## src/rtl/router_slice_input_lock_ctrl_if.sv

```systemverilog
// router_slice_input_lock_ctrl_if: flit, allocator, credit and status signals of one router input port
interface router_slice_input_lock_ctrl_if #(
  parameter int FLIT_W   = 32,
  parameter int DEST_W   = 4,
  parameter int CREDIT_W = 3
);
  logic                in_valid;
  logic                in_ready;
  logic [FLIT_W-1:0]   in_flit;
  logic                in_head;
  logic                in_tail;
  logic                sa_req;
  logic [DEST_W-1:0]   sa_dest;
  logic                sa_grant;
  logic                out_valid;
  logic [FLIT_W-1:0]   out_flit;
  logic                credit_return;
  logic [CREDIT_W-1:0] credit_cnt;
  logic                ilck;
  logic                err_orphan;
  logic                err_proto;
  // master: the surrounding slice (buffer, allocator, downstream credits)
  modport master (
    output in_valid, in_flit, in_head, in_tail, sa_grant, credit_return,
    input  in_ready, sa_req, sa_dest, out_valid, out_flit, credit_cnt, ilck, err_orphan, err_proto
  );
  // slave: the lock controller itself
  modport slave (
    input  in_valid, in_flit, in_head, in_tail, sa_grant, credit_return,
    output in_ready, sa_req, sa_dest, out_valid, out_flit, credit_cnt, ilck, err_orphan, err_proto
  );
endinterface

```

## src/rtl/router_slice_input_lock_ctrl.sv

```systemverilog
// router_slice_input_lock_ctrl: per-input packet lock FSM with credit flow control; optional grant timeout under ILCK_TIMEOUT_EN
module router_slice_input_lock_ctrl #(
  parameter int FLIT_W      = 32,
  parameter int DEST_W      = 4,
  parameter int MAX_CREDITS = 4,
  parameter int CREDIT_W    = 3
`ifdef ILCK_TIMEOUT_EN
  , parameter int TIMEOUT_CYC = 15
`endif
) (
  input  logic                         clk,
  input  logic                         reset,
  router_slice_input_lock_ctrl_if.slave p
);
  typedef enum logic [1:0] {IDLE, REQ, LOCKED} state_t;
  localparam logic [CREDIT_W-1:0] CMAX = CREDIT_W'(MAX_CREDITS);
  state_t              state, state_nx;
  logic [DEST_W-1:0]   dest;
  logic [CREDIT_W-1:0] cnt;
  logic [FLIT_W-1:0]   flit_q;
  logic                vld_q, orphan_q, proto_q, seen;
  logic                rdy, req_on, xfer, drop, ovf, backoff, tmo;
  assign xfer = state == LOCKED && p.in_valid && rdy;
  assign drop = state == IDLE && p.in_valid && rdy;
  assign ovf  = p.credit_return && !xfer && cnt == CMAX;
  // next state and handshake decode; in_ready is forced low while reset is held
  always_comb begin
    state_nx = state;
    rdy      = 1'b0;
    req_on   = 1'b0;
    case (state)
      IDLE: begin
        rdy      = p.in_valid && !p.in_head;
        state_nx = p.in_valid && p.in_head ? REQ : IDLE;
      end
      REQ: begin
        req_on   = !backoff;
        state_nx = !backoff && p.sa_grant ? LOCKED : REQ;
      end
      LOCKED: begin
        rdy      = cnt != '0;
        state_nx = p.in_valid && rdy && p.in_tail ? IDLE : LOCKED;
      end
      default: state_nx = IDLE;
    endcase
  end
  // state register
  always_ff @(posedge clk or negedge reset)
    if (!reset) state <= IDLE;
    else state <= state_nx;
  // destination latch, output flit register, credit counter and error pulses
  always_ff @(posedge clk or negedge reset)
    if (!reset) begin
      dest     <= '0;
      cnt      <= CMAX;
      flit_q   <= '0;
      vld_q    <= 1'b0;
      orphan_q <= 1'b0;
      proto_q  <= 1'b0;
      seen     <= 1'b0;
    end else begin
      if (state == IDLE && p.in_valid && p.in_head) dest <= p.in_flit[DEST_W-1:0];
      if (xfer) flit_q <= p.in_flit;
      vld_q    <= xfer;
      orphan_q <= drop;
      proto_q  <= (xfer && p.in_head && seen) || ovf || tmo;
      seen     <= state == LOCKED && (seen || xfer);
      if (xfer && !p.credit_return) cnt <= cnt - 1'b1;
      else if (!xfer && p.credit_return && !ovf) cnt <= cnt + 1'b1;
    end
`ifdef ILCK_TIMEOUT_EN
  localparam int TW = $clog2(TIMEOUT_CYC + 1);
  logic [TW-1:0] tcnt;
  assign tmo = state == REQ && !backoff && !p.sa_grant && tcnt == TW'(TIMEOUT_CYC - 1);
  // grant-wait counter; a timeout drops sa_req for one back-off cycle, then the count restarts
  always_ff @(posedge clk or negedge reset)
    if (!reset) begin
      tcnt    <= '0;
      backoff <= 1'b0;
    end else if (state != REQ) begin
      tcnt    <= '0;
      backoff <= 1'b0;
    end else if (backoff) backoff <= 1'b0;
    else if (!p.sa_grant) begin
      tcnt    <= tmo ? '0 : tcnt + 1'b1;
      backoff <= tmo;
    end
`else
  assign tmo     = 1'b0;
  assign backoff = 1'b0;
`endif
  assign p.in_ready   = rdy && reset;
  assign p.sa_req     = req_on;
  assign p.sa_dest    = state == REQ ? dest : '0;
  assign p.ilck       = state == LOCKED;
  assign p.out_valid  = vld_q;
  assign p.out_flit   = flit_q;
  assign p.credit_cnt = cnt;
  assign p.err_orphan = orphan_q;
  assign p.err_proto  = proto_q;
endmodule
```

## src/flat_wrapper.sv

```systemverilog
// flat-port wrapper written by rule: the top's interface ports become plain ports
module router_slice_input_lock_ctrl_flat 
#(
  parameter int FLIT_W      = 32,
  parameter int DEST_W      = 4,
  parameter int MAX_CREDITS = 4,
  parameter int CREDIT_W    = 3

)
  (clk, reset, p_in_valid, p_in_flit, p_in_head, p_in_tail, p_sa_grant, p_credit_return, p_in_ready, p_sa_req, p_sa_dest, p_out_valid, p_out_flit, p_credit_cnt, p_ilck, p_err_orphan, p_err_proto);
  router_slice_input_lock_ctrl_if #(.FLIT_W(FLIT_W), .DEST_W(DEST_W), .CREDIT_W(CREDIT_W)) p_i ();
  input  logic clk;
  input  logic reset;
  input wire logic [$bits(p_i.in_valid)-1:0] p_in_valid;
  input wire logic [$bits(p_i.in_flit)-1:0] p_in_flit;
  input wire logic [$bits(p_i.in_head)-1:0] p_in_head;
  input wire logic [$bits(p_i.in_tail)-1:0] p_in_tail;
  input wire logic [$bits(p_i.sa_grant)-1:0] p_sa_grant;
  input wire logic [$bits(p_i.credit_return)-1:0] p_credit_return;
  output wire logic [$bits(p_i.in_ready)-1:0] p_in_ready;
  output wire logic [$bits(p_i.sa_req)-1:0] p_sa_req;
  output wire logic [$bits(p_i.sa_dest)-1:0] p_sa_dest;
  output wire logic [$bits(p_i.out_valid)-1:0] p_out_valid;
  output wire logic [$bits(p_i.out_flit)-1:0] p_out_flit;
  output wire logic [$bits(p_i.credit_cnt)-1:0] p_credit_cnt;
  output wire logic [$bits(p_i.ilck)-1:0] p_ilck;
  output wire logic [$bits(p_i.err_orphan)-1:0] p_err_orphan;
  output wire logic [$bits(p_i.err_proto)-1:0] p_err_proto;
  assign p_i.in_valid = p_in_valid;
  assign p_i.in_flit = p_in_flit;
  assign p_i.in_head = p_in_head;
  assign p_i.in_tail = p_in_tail;
  assign p_i.sa_grant = p_sa_grant;
  assign p_i.credit_return = p_credit_return;
  assign p_in_ready = p_i.in_ready;
  assign p_sa_req = p_i.sa_req;
  assign p_sa_dest = p_i.sa_dest;
  assign p_out_valid = p_i.out_valid;
  assign p_out_flit = p_i.out_flit;
  assign p_credit_cnt = p_i.credit_cnt;
  assign p_ilck = p_i.ilck;
  assign p_err_orphan = p_i.err_orphan;
  assign p_err_proto = p_i.err_proto;
  router_slice_input_lock_ctrl #(.FLIT_W(FLIT_W), .DEST_W(DEST_W), .MAX_CREDITS(MAX_CREDITS), .CREDIT_W(CREDIT_W)) u_core (.clk(clk), .reset(reset), .p(p_i));
endmodule
```

## config.mk

```make
export PLATFORM = sky130hd
export DESIGN_NAME = router_slice_input_lock_ctrl_flat
export DESIGN_NICKNAME = d
export VERILOG_FILES = /design/src/rtl/router_slice_input_lock_ctrl_if.sv /design/src/rtl/router_slice_input_lock_ctrl.sv /design/src/flat_wrapper.sv
export SDC_FILE = /design/constraint.sdc
export NUM_CORES = 1
export LEC_CHECK = 0
export ABC_AREA = 0
export CORE_UTILIZATION = 43
export CTS_BUF_LIST = sky130_fd_sc_hd__clkbuf_16
export DETAILED_ROUTE_END_ITERATION = 7
export PLACE_DENSITY_LB_ADDON = 0.2
export SLEW_MARGIN = 10
export SYNTH_ARGS = -nofsm -noshare
export SYNTH_HDL_FRONTEND = slang
export SYNTH_SLANG_ARGS = --single-unit
```

## constraint.sdc

```tcl
create_clock -name clk -period 2.6 [get_ports clk]
set_clock_uncertainty 0.15 [all_clocks]
set_input_delay 0.26 -clock clk [delete_from_list [all_inputs] [get_ports clk]]
set_output_delay 0.26 -clock clk [all_outputs]
set_load 0.005 [all_outputs]
```

# After elaboration in Yosys (flattened, before gate mapping)
# Cells that the tools add are included.
[word_totals] reg_bits=45 in_bits=39 output_inout_bits=45 word_cells=48
[op_classes] addsub=2 eq_ne=3 muxes=9 n_reduce_logical=26
[op_table] operator="1-bit logical AND" count=17
[op_table] operator="3-bit two-way mux" count=2
[op_table] operator="2-bit case mux with 3 select lines" count=1
[op_table] operator="1-bit zero test" count=4
[op_table] operator="2-bit two-way mux" count=2
[op_table] operator="4-bit two-way mux" count=1
[op_table] operator="3-bit by 1-bit adder with 3-bit output (second input constant)" count=1
[op_table] operator="3-bit equality test (second input constant)" count=1
[op_table] operator="3-bit nonzero test" count=1
[op_table] operator="3-bit by 1-bit subtractor with 3-bit output (second input constant)" count=1
[op_table] operator="2-bit by 1-bit equality test with 1-bit output (second input constant)" count=1
[op_table] operator="2-bit equality test (second input constant)" count=1
[op_table] operator="2-bit zero test" count=1
[op_table] operator="1-bit logical OR" count=2
[op_table] operator="1-bit two-way mux" count=2
[op_table] operator="1-bit case mux with 2 select lines" count=1
[op_table] operator="2-bit nonzero test" count=1

# Longest topological paths before layout
[depth] depth_word=11 depth_mapped=11 ltp_nobuf=8

# Least setup slack after synthesis
# Ideal clock, no wire load.
[synth_path] path_kind="reg-to-reg" start="register u_core.cnt[1], in the netlist u_core.p.credit_cnt[1]" end="register u_core.cnt[1], in the netlist u_core.p.credit_cnt[1]" setup_time_ns=0.079 arrival_ns=2.188 required_time_ns=2.371 setup_slack_ns=0.183 path_stages_with_launch=11 n_path_buf=2 period_less_slack_ns=2.417 cell_sequence="dfrtp_1 or3_1 and2_4 buf_12 buf_12 nand2b_1 fa_1 inv_1 o221ai_1 a31oi_1 a2bb2oi_1"
[synth_between] elab_chain_cells=9 word_cells_on_any_way=15 cone_classes="add/sub: 2; eq/ne: 1; mux: 3; reduce/logical: 9"
[synth_rtl] element="start: declaration" line="router_slice_input_lock_ctrl.sv:19" source="logic [CREDIT_W-1:0] cnt;"
[synth_rtl] element="start signal: assignment" line="router_slice_input_lock_ctrl.sv:68" source="if (xfer && !p.credit_return) cnt <= cnt - 1'b1;"
[synth_rtl] element="start signal: assignment" line="router_slice_input_lock_ctrl.sv:69" source="else if (!xfer && p.credit_return && !ovf) cnt <= cnt + 1'b1;"
[synth_rtl] element="3-bit nonzero test *" line="router_slice_input_lock_ctrl.sv:41" source="rdy = cnt != '0;"
[synth_rtl] element="1-bit case mux with 2 select lines *" line="router_slice_input_lock_ctrl.sv:31" source="case (state)"
[synth_rtl] element="1-bit logical AND *" line="router_slice_input_lock_ctrl.sv:23" source="assign xfer = state == LOCKED && p.in_valid && rdy;"
[synth_rtl] element="net u_core.xfer" line="router_slice_input_lock_ctrl.sv:22" source="logic rdy, req_on, xfer, drop, ovf, backoff, tmo;"
[synth_rtl] element="1-bit zero test" line="router_slice_input_lock_ctrl.sv:25, router_slice_input_lock_ctrl.sv:69"
[synth_rtl] element="1-bit logical AND" line="router_slice_input_lock_ctrl.sv:25, router_slice_input_lock_ctrl.sv:69"
[synth_rtl] element="1-bit logical AND" line="router_slice_input_lock_ctrl.sv:25" source="assign ovf = p.credit_return && !xfer && cnt == CMAX;"
[synth_rtl] element="1-bit zero test" line="router_slice_input_lock_ctrl.sv:69"
[synth_rtl] element="1-bit logical AND" line="router_slice_input_lock_ctrl.sv:69"
[synth_rtl] element="2-bit nonzero test (no line)"
# The timed path passes the listed nets; every way through them passes the cells marked *. The select of a mux whose other input is x is not followed.
# A chain may end at the register's enable or synchronous reset.

# Final worst setup path
[layout_path] start="register u_core.cnt[1], in the netlist u_core.p.credit_cnt[1]" end="output port p_in_ready"
[layout_between] elab_chain_cells=3
[layout_rtl] element="3-bit nonzero test" line="router_slice_input_lock_ctrl.sv:41"
[layout_rtl] element="1-bit case mux with 2 select lines" line="router_slice_input_lock_ctrl.sv:31"
[layout_rtl] element="1-bit logical AND" line="router_slice_input_lock_ctrl.sv:92" source="assign p.in_ready = rdy && reset;"
[layout_rtl] element="end: declaration" line="flat_wrapper.sv:20" source="output wire logic [$bits(p_i.in_ready)-1:0] p_in_ready;"
# No other way between the ends.

==> reports/results.txt <==
status: finished, final reports clean
area grow syn2layout: 48.2%
quantity of gates resized following cts: 0
DRC viols: 0
WL final: 4540 um
Die Outline Area: 5020 sq um
height of the die: 70.9 um
clock root buffer: clkbuf_16
io pins: 84
Stages on worst setup path: 4
critical path data required time: 2.19 ns
Worst EP arrival: 1.92 ns
Clock Latency Late Sink: 0.28 ns
layout cells sized above 1: 23.9%
crit-path cells: or3_1 -> a21oi_1 -> nor3b_1 -> clkdlybuf4s50_1
ratio of final minimum period to clock period: 89.5%
Tot GR Track Use: 18.8%
maximum number of pins on one net before global-route repair: 46
leak pwr: 1.31 nW
RSZ-0062 raised after global routing: false
Fin. Hold Viols: 0
Post-synth EDFFs: 0
Ys Warns: 0
Sink Count: 45
HP Class: flip-flop to flip-flop
syn avg cell area: 15.6 sq um
Critical Path Start: u_core.p.credit_cnt[1]$_DFFE_PN0P_
Synth Instances: 131
Worst path slowest cell: dfrtp_1
crit-path leading delay family: simple AND/OR/NAND/NOR gates
r2r endpoint: u_core.p.credit_cnt[1]$_DFFE_PN0P_
Die Wd: 70.9 um
Num CTS Buffers: 5
CP max FO: 8
Worst setup EP type: output port
sequential share of the synthesized area: 55.3%
row cnt: 24
overall power: 0.00335 W
max_cap viols: 0
ANT cells: 0
pwr dens: 1110 nW/um^2
Worst Tran Pin Value: 0.601 ns
htree depth: 2
Tmin final: 2.33 ns
I/O Buffers: 83
final core utilization: 68.0%
Initial Util: 45.9%
Layout Nets: 261
FF-to-FF setup slack: 0.28 ns
FFs w/ async S/R, synth: 100%
number of fill cells: 348
Register Area: 1130 sq um
GP Congestion: 0.758
worst r2r path cells: 8
core area: 4440 sq um
DRT Pass-1 Iters: 6
setup TNS: 0 ns
Reg clk slew, reported paths: 0.06 ns
CP bufs+invs: 1
Top FF cell, synth: dfrtp_1
first-pass GRT wire length: 7350 um
most area-consuming cells after synthesis: dfrtp_1, mux2_4, mux2_2
Final HPWL DP: 3200 um
DR WL/cell: 16.6 um
GRT overflow: 0
Multi-input gate area: 806 sq um
Max-slew headroom: 60.0%
Setup-failing EPs final: 0
min-delay src: u_core.p.out_flit[1]$_DFFE_PN0P_
#FFs+latches synth: 45
vias per cell: 5.20
Synth top area share: 54.0%
Final ANT Viol Nets: 0
via count: 1,426
critical path class: flip-flop to output port
post-synth cell types: 35
r2r startpoint: u_core.p.credit_cnt[1]$_DFFE_PN0P_
Worst setup endpoint: p_in_ready
vias in the first global route: 1,473
Highest Clock Rate: 430 MHz
synthesized netlist net count: 171
Yosys top cell by area: dfrtp_1
initial antenna violation count: 0
CTS tree: yes
Iter 0 DRT Violations: 61
final-report max-slew violation count: 0
maximum vdd drop: 461 uV
startpoint types: flip-flop
Critical Path Max Stage Delay: 0.48 ns
Bufs on Longest Clock Path: 2
Mapped Area: 2040 sq um
# Post-CTS Setup Buffers: 0
==> placed cells by master (no fill, tap or decap), types with 3 or more instances in the layout <==
cell type / synthesis / final
nor2b_1: 3 / 3
dfrtp_1: 44 / 44
buf_4: 0 / 5
and2_1: 4 / 4
mux2_2: 12 / 12
clkdlybuf4s50_1: 0 / 82
inv_1: 3 / 4
clkbuf_16: 0 / 5
mux2_4: 25 / 25
nand2_1: 3 / 3
==> power by group <==
part	switching, W	internal, W
sequential	0.000221	0.00104
combinational	0.000434	0.00106
clock	0.000253	0.000349
==> per-stage QoR <==
step	setup WS, ns	instance area [sq um]	std cells	hold slack (ns)
floorplan	0.183	2040	131	-0.186
global placement	0.247	2870	265	0.274
detailed placement	0.144	2870	265	0.290
CTS	0.278	3020	274	0.362
global route	0.170	3020	274	0.378
finish	0.274	3020	274	0.355
==> worst min-delay path by stage <==
| stage | endpoint | cells after the start |
|---|---|---|
| 2_1_floorplan | u_core.dest[0]$_DFFE_PN0P_ | 0 |
| 3_3_place_gp | u_core.dest[3]$_DFFE_PN0P_ | 2 |
| 3_5_place_dp | u_core.dest[3]$_DFFE_PN0P_ | 2 |
| 4_1_cts | u_core.p.out_flit[9]$_DFFE_PN0P_ | 1 |
| 5_1_grt | u_core.p.out_flit[13]$_DFFE_PN0P_ | 1 |
| 6_report | u_core.p.out_flit[1]$_DFFE_PN0P_ | 1 |
==> logic make-up after synthesis <==
group	after synthesis	share of synthesized area, %
xor gates and xnor gates	2	0.859
AOI/OAI and AO/OA	13	5.15
buffers and inverters	9	5.21
muxes	37	25.0
and+or+nand+nor	24	7.48
DFF	45	55.3
adders and majority gates	1	0.982
==> metal layers <==
layer,GRT usage [%],wire (um)
met4,7.78,91
met5,0,0
met1,25.7,2030
met3,3.70,192
met2,29.7,2220
==> synthesized netlist by cell type (all sizes together), types with 2 or more instances <==
cell type and number:
nor3b 2, nand2 3, buf 5, and2 5, inv 3, nand3 2, nor2b 3, a311o 2
a21oi 2, dfrtp 44, xor2 2, mux2 37, nand2b 2
==> state kept, by name, summed over array words and instances (netlist names) <==
name	flops
u_core.p.out_flit	32
u_core.dest	4
u_core.p.credit_cnt	3
u_core.state	2
u_core.p.err_orphan	1
u_core.p.err_proto	1
u_core.p.out_valid	1
u_core.seen	1
==> timing repair <==
item                                    in CTS  in global routing
hold buffers                                 1                  0
endpoints found under the setup margin       0                  0
endpoints found under the hold margin       44                  0
==> worst reg2reg max path, cell delays in order, from the launching register on <==
cell       delay, ns
dfrtp_1         0.48
or3_1           0.45
and2_4          0.17
nand2b_1        0.08
fa_1            0.43
inv_1           0.07
o221ai_1        0.09
a31oi_1         0.16
a2bb2oi_1       0.16
==> cell type report <==
class | instances | area share, %
clock buffers | 5 | 4.14
flip-flops and latches | 45 | 37.3
well taps | 52 | 2.15
multi-input cells | 77 | 26.7
repair buffers | 89 | 28.9
inverters | 3 | 0.373
clock inverters | 3 | 0.455
Power figures use the tool's default switching activity.
